[src/rtl/gate_sweep_n.sv]
// gate_sweep_n
//   N-input reduction gate with a sequential truth-table sweeper. A start
//   request latches the gate mode and steps vec through every input
//   combination, one per clock. Each result is written into table_out at
//   its combination index, and ones counts the results that are 1.
//
// Ports
//   clk        in   1      rising-edge clock
//   rst_n      in   1      asynchronous active-low reset
//   start      in   1      sweep request, honoured only in IDLE
//   mode       in   3      gate select, latched on accepted start
//                          (0 AND, 1 OR, 2 NAND, 3 NOR, 4 XOR, 5 XNOR, 6/7 force 0)
//   vec        out  N      input combination currently applied to the gate
//   s          out  1      combinational gate output for vec under latched mode
//   table_out  out  2**N   truth table, bit k = result for combination k
//   ones       out  N+1    count of 1 results recorded so far
//   busy       out  1      high while sweeping
//   done       out  1      one-cycle pulse at sweep completion
//
// state | meaning
// ------+--------------------------------------------------------------
// IDLE  | waiting for start; table_out/ones hold the last result
// SWEEP | one combination evaluated and recorded per clock
// DONE  | done pulse for one cycle, start ignored, back to IDLE
module gate_sweep_n #(
  parameter int N = 3
) (
  input  logic              clk,
  input  logic              rst_n,
  input  logic              start,
  input  logic [2:0]        mode,
  output logic [N-1:0]      vec,
  output logic              s,
  output logic [2**N-1:0]   table_out,
  output logic [N:0]        ones,
  output logic              busy,
  output logic              done
);

  typedef enum logic [1:0] {
    IDLE  = 2'd0,
    SWEEP = 2'd1,
    DONE  = 2'd2
  } state_t;

  localparam logic [N-1:0] VEC_LAST = '1;

  state_t      state;
  logic [2:0]  mode_q;

  // OR is built in De Morgan form; the inverted gates complement their base.
  always_comb begin
    s = 1'b0;
    case (mode_q)
      3'd0:    s = &vec;
      3'd1:    s = ~&(~vec);
      3'd2:    s = ~(&vec);
      3'd3:    s = ~(~&(~vec));
      3'd4:    s = ^vec;
      3'd5:    s = ~(^vec);
      default: s = 1'b0;
    endcase
  end

  always_ff @(posedge clk or negedge rst_n) begin
    if (!rst_n) begin
      state     <= IDLE;
      mode_q    <= 3'd0;
      vec       <= '0;
      table_out <= '0;
      ones      <= '0;
      busy      <= 1'b0;
      done      <= 1'b0;
    end else begin
      case (state)
        IDLE: begin
          done <= 1'b0;
          if (start) begin
            mode_q    <= mode;
            vec       <= '0;
            table_out <= '0;
            ones      <= '0;
            busy      <= 1'b1;
            state     <= SWEEP;
          end
        end
        SWEEP: begin
          table_out[vec] <= s;
          ones           <= ones + {{N{1'b0}}, s};
          if (vec == VEC_LAST) begin
            vec   <= '0;
            busy  <= 1'b0;
            done  <= 1'b1;
            state <= DONE;
          end else begin
            vec <= vec + 1'b1;
          end
        end
        DONE: begin
          done  <= 1'b0;
          state <= IDLE;
        end
        default: begin
          busy  <= 1'b0;
          done  <= 1'b0;
          state <= IDLE;
        end
      endcase
    end
  end

endmodule
[config.mk]
export PLATFORM = sky130hd
export DESIGN_NAME = gate_sweep_n
export DESIGN_NICKNAME = d
export VERILOG_FILES = /design/src/rtl/gate_sweep_n.sv
export SDC_FILE = /design/constraint.sdc
export NUM_CORES = 1
export LEC_CHECK = 0
export ABC_AREA = 1
export CAP_MARGIN = 15
export CORE_MARGIN = 2
export CORE_UTILIZATION = 45
export CTS_CLUSTER_DIAMETER = 80
export CTS_CLUSTER_SIZE = 24
export DETAILED_ROUTE_END_ITERATION = 10
export HOLD_SLACK_MARGIN = 0.15
export PLACE_DENSITY_LB_ADDON = 0.2
export SLEW_MARGIN = 30
export SYNTH_ARGS = -nofsm -noshare
export SYNTH_HDL_FRONTEND = slang
export SYNTH_SLANG_ARGS = --single-unit
[constraint.sdc]
create_clock -name clk -period 1.98 [get_ports clk]
set_clock_uncertainty 0.2 [all_clocks]
set_input_delay 0.396 -clock clk [delete_from_list [all_inputs] [get_ports clk]]
set_output_delay 0.396 -clock clk [all_outputs]
set_load 0.03 [all_outputs]
**Word-level counts from Yosys, hierarchy flattened**

Cells that the tools add are included.

- Add/sub/neg operators: 2
- $lt $le $gt $ge: 2
- Eq/ne operators: 10
- Mux-type cells: 19
- Bitwise gates (word level): 4
- Reduce and logical (&&, ||, !) cells: 12

Operators by type and width:

| kind | number |
|---|---|
| case mux 8 bit (2 select lines) | 1 |
| == test 3 bit, second input constant | 3 |
| AND reduction 3 bit | 3 |
| bitwise mux 8 bit | 1 |
| two-way mux 8 bit | 1 |
| case mux 4 bit (2 select lines) | 1 |
| == test 3 x 2 -> 1 bit, second input constant | 2 |
| two-way mux 3 bit | 2 |
| case mux 1 bit (6 select lines) | 1 |
| case mux 3 bit (2 select lines) | 1 |
| AND reduction 2 bit | 3 |
| two-way mux 1 bit | 5 |
| adder 4 x 1 -> 4 bit | 1 |
| < comparator 3 x 4 -> 1 bit, second input constant | 1 |
| two-way mux 2 bit | 2 |
| two-way mux 4 bit | 1 |
| != test 2 bit, second input constant | 2 |
| case mux 2 bit (2 select lines) | 1 |
| adder 3 x 1 -> 3 bit, second input constant | 1 |
| demux 1 bit (select 3 bit) | 1 |
| == test 3 x 1 -> 1 bit, second input constant | 1 |
| >= comparator 3 x 1 -> 1 bit, second input constant | 1 |
| zero test 3 bit | 1 |
| NOT 1 bit | 3 |
| 9 further kinds | 9 |

- Bits in registers: 22
- Input port bits: 6
- Output and inout bits: 18

**Longest topological paths before layout**

Gate-level depths: netlist of run 1.

- Depth after elaboration: 6
- Mapped depth: 16
- Mapped depth without buffers: 15

**Worst setup path after synthesis of run 1**

No wires, ideal clock.

- Kind: register to register
- From: register vec[0]
- To: register ones[2]
- Library setup time: 0.139 ns
- Arrival: 2.083 ns
- Required time: 1.641 ns
- Slack: -0.442 ns
- Stages on the path, launching flop included: 17
- Path buffers: 1
- Path through: dfrtp_1 -> inv_1 -> ha_1 -> inv_1 -> nand2_1 -> nand2_1 -> nand2_1 -> nand2_1 -> nand3_2 -> buf_6 -> nand2_1 -> inv_1 -> ha_1 -> inv_1 -> nor2_1 -> a21oi_1 -> a21oi_1

- Word-level cells in the longest chain between the ends: 6
- Elaborated cells on any way between the ends: 10
- Classes of those cells: add/sub (1); mux (2); bitwise (3); reduce/logical (4)

Ends and longest elaborated chain:

| element | line | source |
|---|---|---|
| from (decl) | 32 | `output logic [N-1:0] vec,` |
| from (signal assigned) | 96 | `vec <= vec + 1'b1;` |
| NOT 3 bit | 56, 58 |  |
| AND reduction 3 bit | 56, 58 |  |
| zero test 1 bit | - |  |
| case mux 1 bit (6 select lines) * | 54 | `case (mode_q)` |
| via s | 33 | `output logic s,` |
| adder 4 x 1 -> 4 bit * | 89 | `ones <= ones + {{N{1'b0}}, s};` |
| case mux 4 bit (2 select lines) * | 75 | `case (state)` |
| to (signal assigned) | 89 |  |
| to (decl) | 35 | `output logic [N:0] ones,` |

The timed path passes the listed nets; every way through them passes the cells marked *.
A chain may end at the register's enable or synchronous reset.

**Worst setup path in the final report of run 1**

- From: register vec[0]
- To: output port s

- Word-level cells in the longest chain between the ends: 4
- Elaborated cells on any way between the ends: 8
- Classes of those cells: mux (1); bitwise (3); reduce/logical (4)

Ends and longest elaborated chain:

| element | line |
|---|---|
| NOT 3 bit | 56, 58 |
| AND reduction 3 bit | 56, 58 |
| zero test 1 bit | - |
| case mux 1 bit (6 select lines) * | 54 |
| to (decl) | 33 |

Every way passes the cells marked *; elsewhere a longest branch is shown, timed or not.

==> metrics.txt, run 1 <==
# port buffers 23; Initial Util 46.9%; area of the multi-input gates 543 sq um; via count 1083; count leader, synth nand2_1; Core ar. 0.00243 sq mm; antenna cell count 0; largest net degree at the start of global routing 23; RSZ-0062 raised after global routing true; Yosys top cell area share 48.3%; Worst-Margin Slew 0.318 ns; failing checks negative setup slack; Max clock buf depth 2; slowest CP cell dfrtp_2; setup_tns -0.300 ns; synthesized netlist cell count 145; outcome complete, but fails checks; ys flop type dfrtp_1; CTS H-tree depth 1; Req. time, crit path 1.38 ns; setup violators final 2; fmax 463 MHz; CTS tree done; setup ws final -0.178 ns; Vias/cell 4.97; CTS clock-pin slew for the worst setup and hold paths 0.12 ns; initial drt markers 26; die area 0.00295 sq mm; post-synthesis cell type count 18; FF+latch count, synth 22; Mapped Nets 155; flip-flop and latch area 553 sq um; die width 54.3 microns; Hold Path Class in2async; TritonRoute pass-1 iters 4; CP Cell Sequence inv_2 -> ha_4 -> inv_4 -> nand2_2 -> nand2_1 -> nand2_1 -> nand2_1 -> nand3_2 -> buf_6; CP peak stage delay 0.45 ns; critical path fanouts, max 3; Syn Std Cell Area 0.00114 sq mm; largest cells by area after synthesis dfrtp_1 48%, nand2_1 14%, inv_1 5.9%; clk sinks 22; post-synth top area cell dfrtp_1; Critical Path Start Type flop; Slew Limit Fails 0; Max-slew headroom 78.8%; CTS buffer count 3; Area after DPL 0.00151 sq mm; final-report hold violation count 0; CTS Hold Bufs 0; Nets 199; antenna violations before repair 0; final worst path period share 109%; Synthesis Warnings 0; syn avg cell area 7.86 sq um; DP HPWL 1860 microns; synthesis-to-layout area growth 43.7%; CP top delay family flip-flops; synth cell count leaders 44 x nand2_1, 22 x dfrtp_1, 18 x inv_1, 17 x nor2_1, 9 x a21oi_1; clock root cell clkbuf_4; most frequent CP cell nand2_1; fraction of registers with async set/reset 100%; max-cap violation count 0; vias in the first global route 1008; Total GRT Usage 19.4%; critical path class reg2out; Worst Path Arrival 1.56 ns; die height 54.3 microns; io pins 24; fill cell count 213; grt ovf 0; fin crit period 2.16 ns; Worst setup EP type primary output; GPL Wtd Cong 0.791; Post-route DRC 0; first-pass GRT wire length 4130 microns; Seq/Total Area, Yosys 48.3%; WL per Instance 12.1 microns; post-route design area 0.00164 sq mm; Buf/Inv on CP 3; clk_lat worst skew 0.30 ns; row cnt 18; WL final 2640 microns; EDFF count, synth 0; post-route antenna net violation count 0; layout cell share with drive strength beyond 1 25.5%
==> path summary, 6_finish.rpt <==
check | from | slack, ns | end | cells after the start
worst max-delay path | vec[0] | -0.18 | s | 9
worst min-delay path | rst_n | 0.22 | table_out[2] | 2
worst max register to register | vec[0] | -0.12 | ones[2] | 16
worst min register to register | ones[2] | 0.31 | ones[2] | 1
max in group asynchronous | rst_n | 1.12 | vec[0] | 2
min in group clk | ones[2] | 0.31 | ones[2] | 1
==> cell type report <==
type	instances	area share, %
Inverter	19	4.81
Clock buffer	4	2.22
Tap cell	30	2.29
Multi-Input combinational cell	100	33.2
Sequential cell	22	33.8
Timing Repair Buffer	43	23.8
==> metrics by stage <==
stage,worst slack [ns],std cells,util (%),hold WS (ns)
after detailed placement,-0.0254,207,61.9,0.297
after floorplan,-0.181,145,-,-0.0996
after global placement,0.0806,207,61.9,0.279
final,-0.178,218,67.3,0.222
after CTS,-0.168,216,65.3,0.230
after global routing,-0.255,218,67.3,0.265
==> layout by cell type, fill, tap and decap left out, drive strengths merged <==
cell type      instances
nand2                 46
dfrtp                 22
buf                   21
nor2                  20
inv                   19
clkdlybuf4s50         10
nand3                 10
a21oi                  9
dlymetal6s2s           6
o21ai                  5
dlygate4sd2            5
clkbuf                 5
ha                     4
nand4                  3
a32oi                  1
nor4                   1
o22ai                  1
==> kinds of logic (layout without fill, tap and decap cells) <==
group	Yosys count	count (layout)	share of synthesized area [%]
compound gates	16	16	7.46
buf+inv	23	66	9.55
fa+ha+maj	4	4	4.39
simple gates	80	80	30.3
flops	22	22	48.3
==> metal layers <==
metal  vias up  global-route usage, %  routed length [microns]
met5         -                      0                        0
met4         0                   7.50                       12
met3         2                   3.01                      135
met2        27                   34.5                     1360
met1       511                   23.3                     1130
li1        543                      -                        -
==> sequential cells by signal, summed over array words and instances (netlist names) <==
signal	cells
busy	1
state	2
ones	4
done	1
mode_q	3
table_out	8
vec	3
==> repair_timing <==
item | in CTS | in global routing
setup endpoints to repair | 8 | 14
pin swaps | 1 | 3
setup buffers | 5 | 2
gates resized for setup | 9 | 13
Power of run 1 is not shown: default switching activity piles up to over one toggle a cycle in this logic, so the estimate is an artifact.
==> run 2: changes to the inputs <==
- CAP_MARGIN: 15 -> not set
==> results of run 2 <==
No change in the layout: final DEF, timing and power equal those of run 1.
Power of run 2 is left out for the same reason.
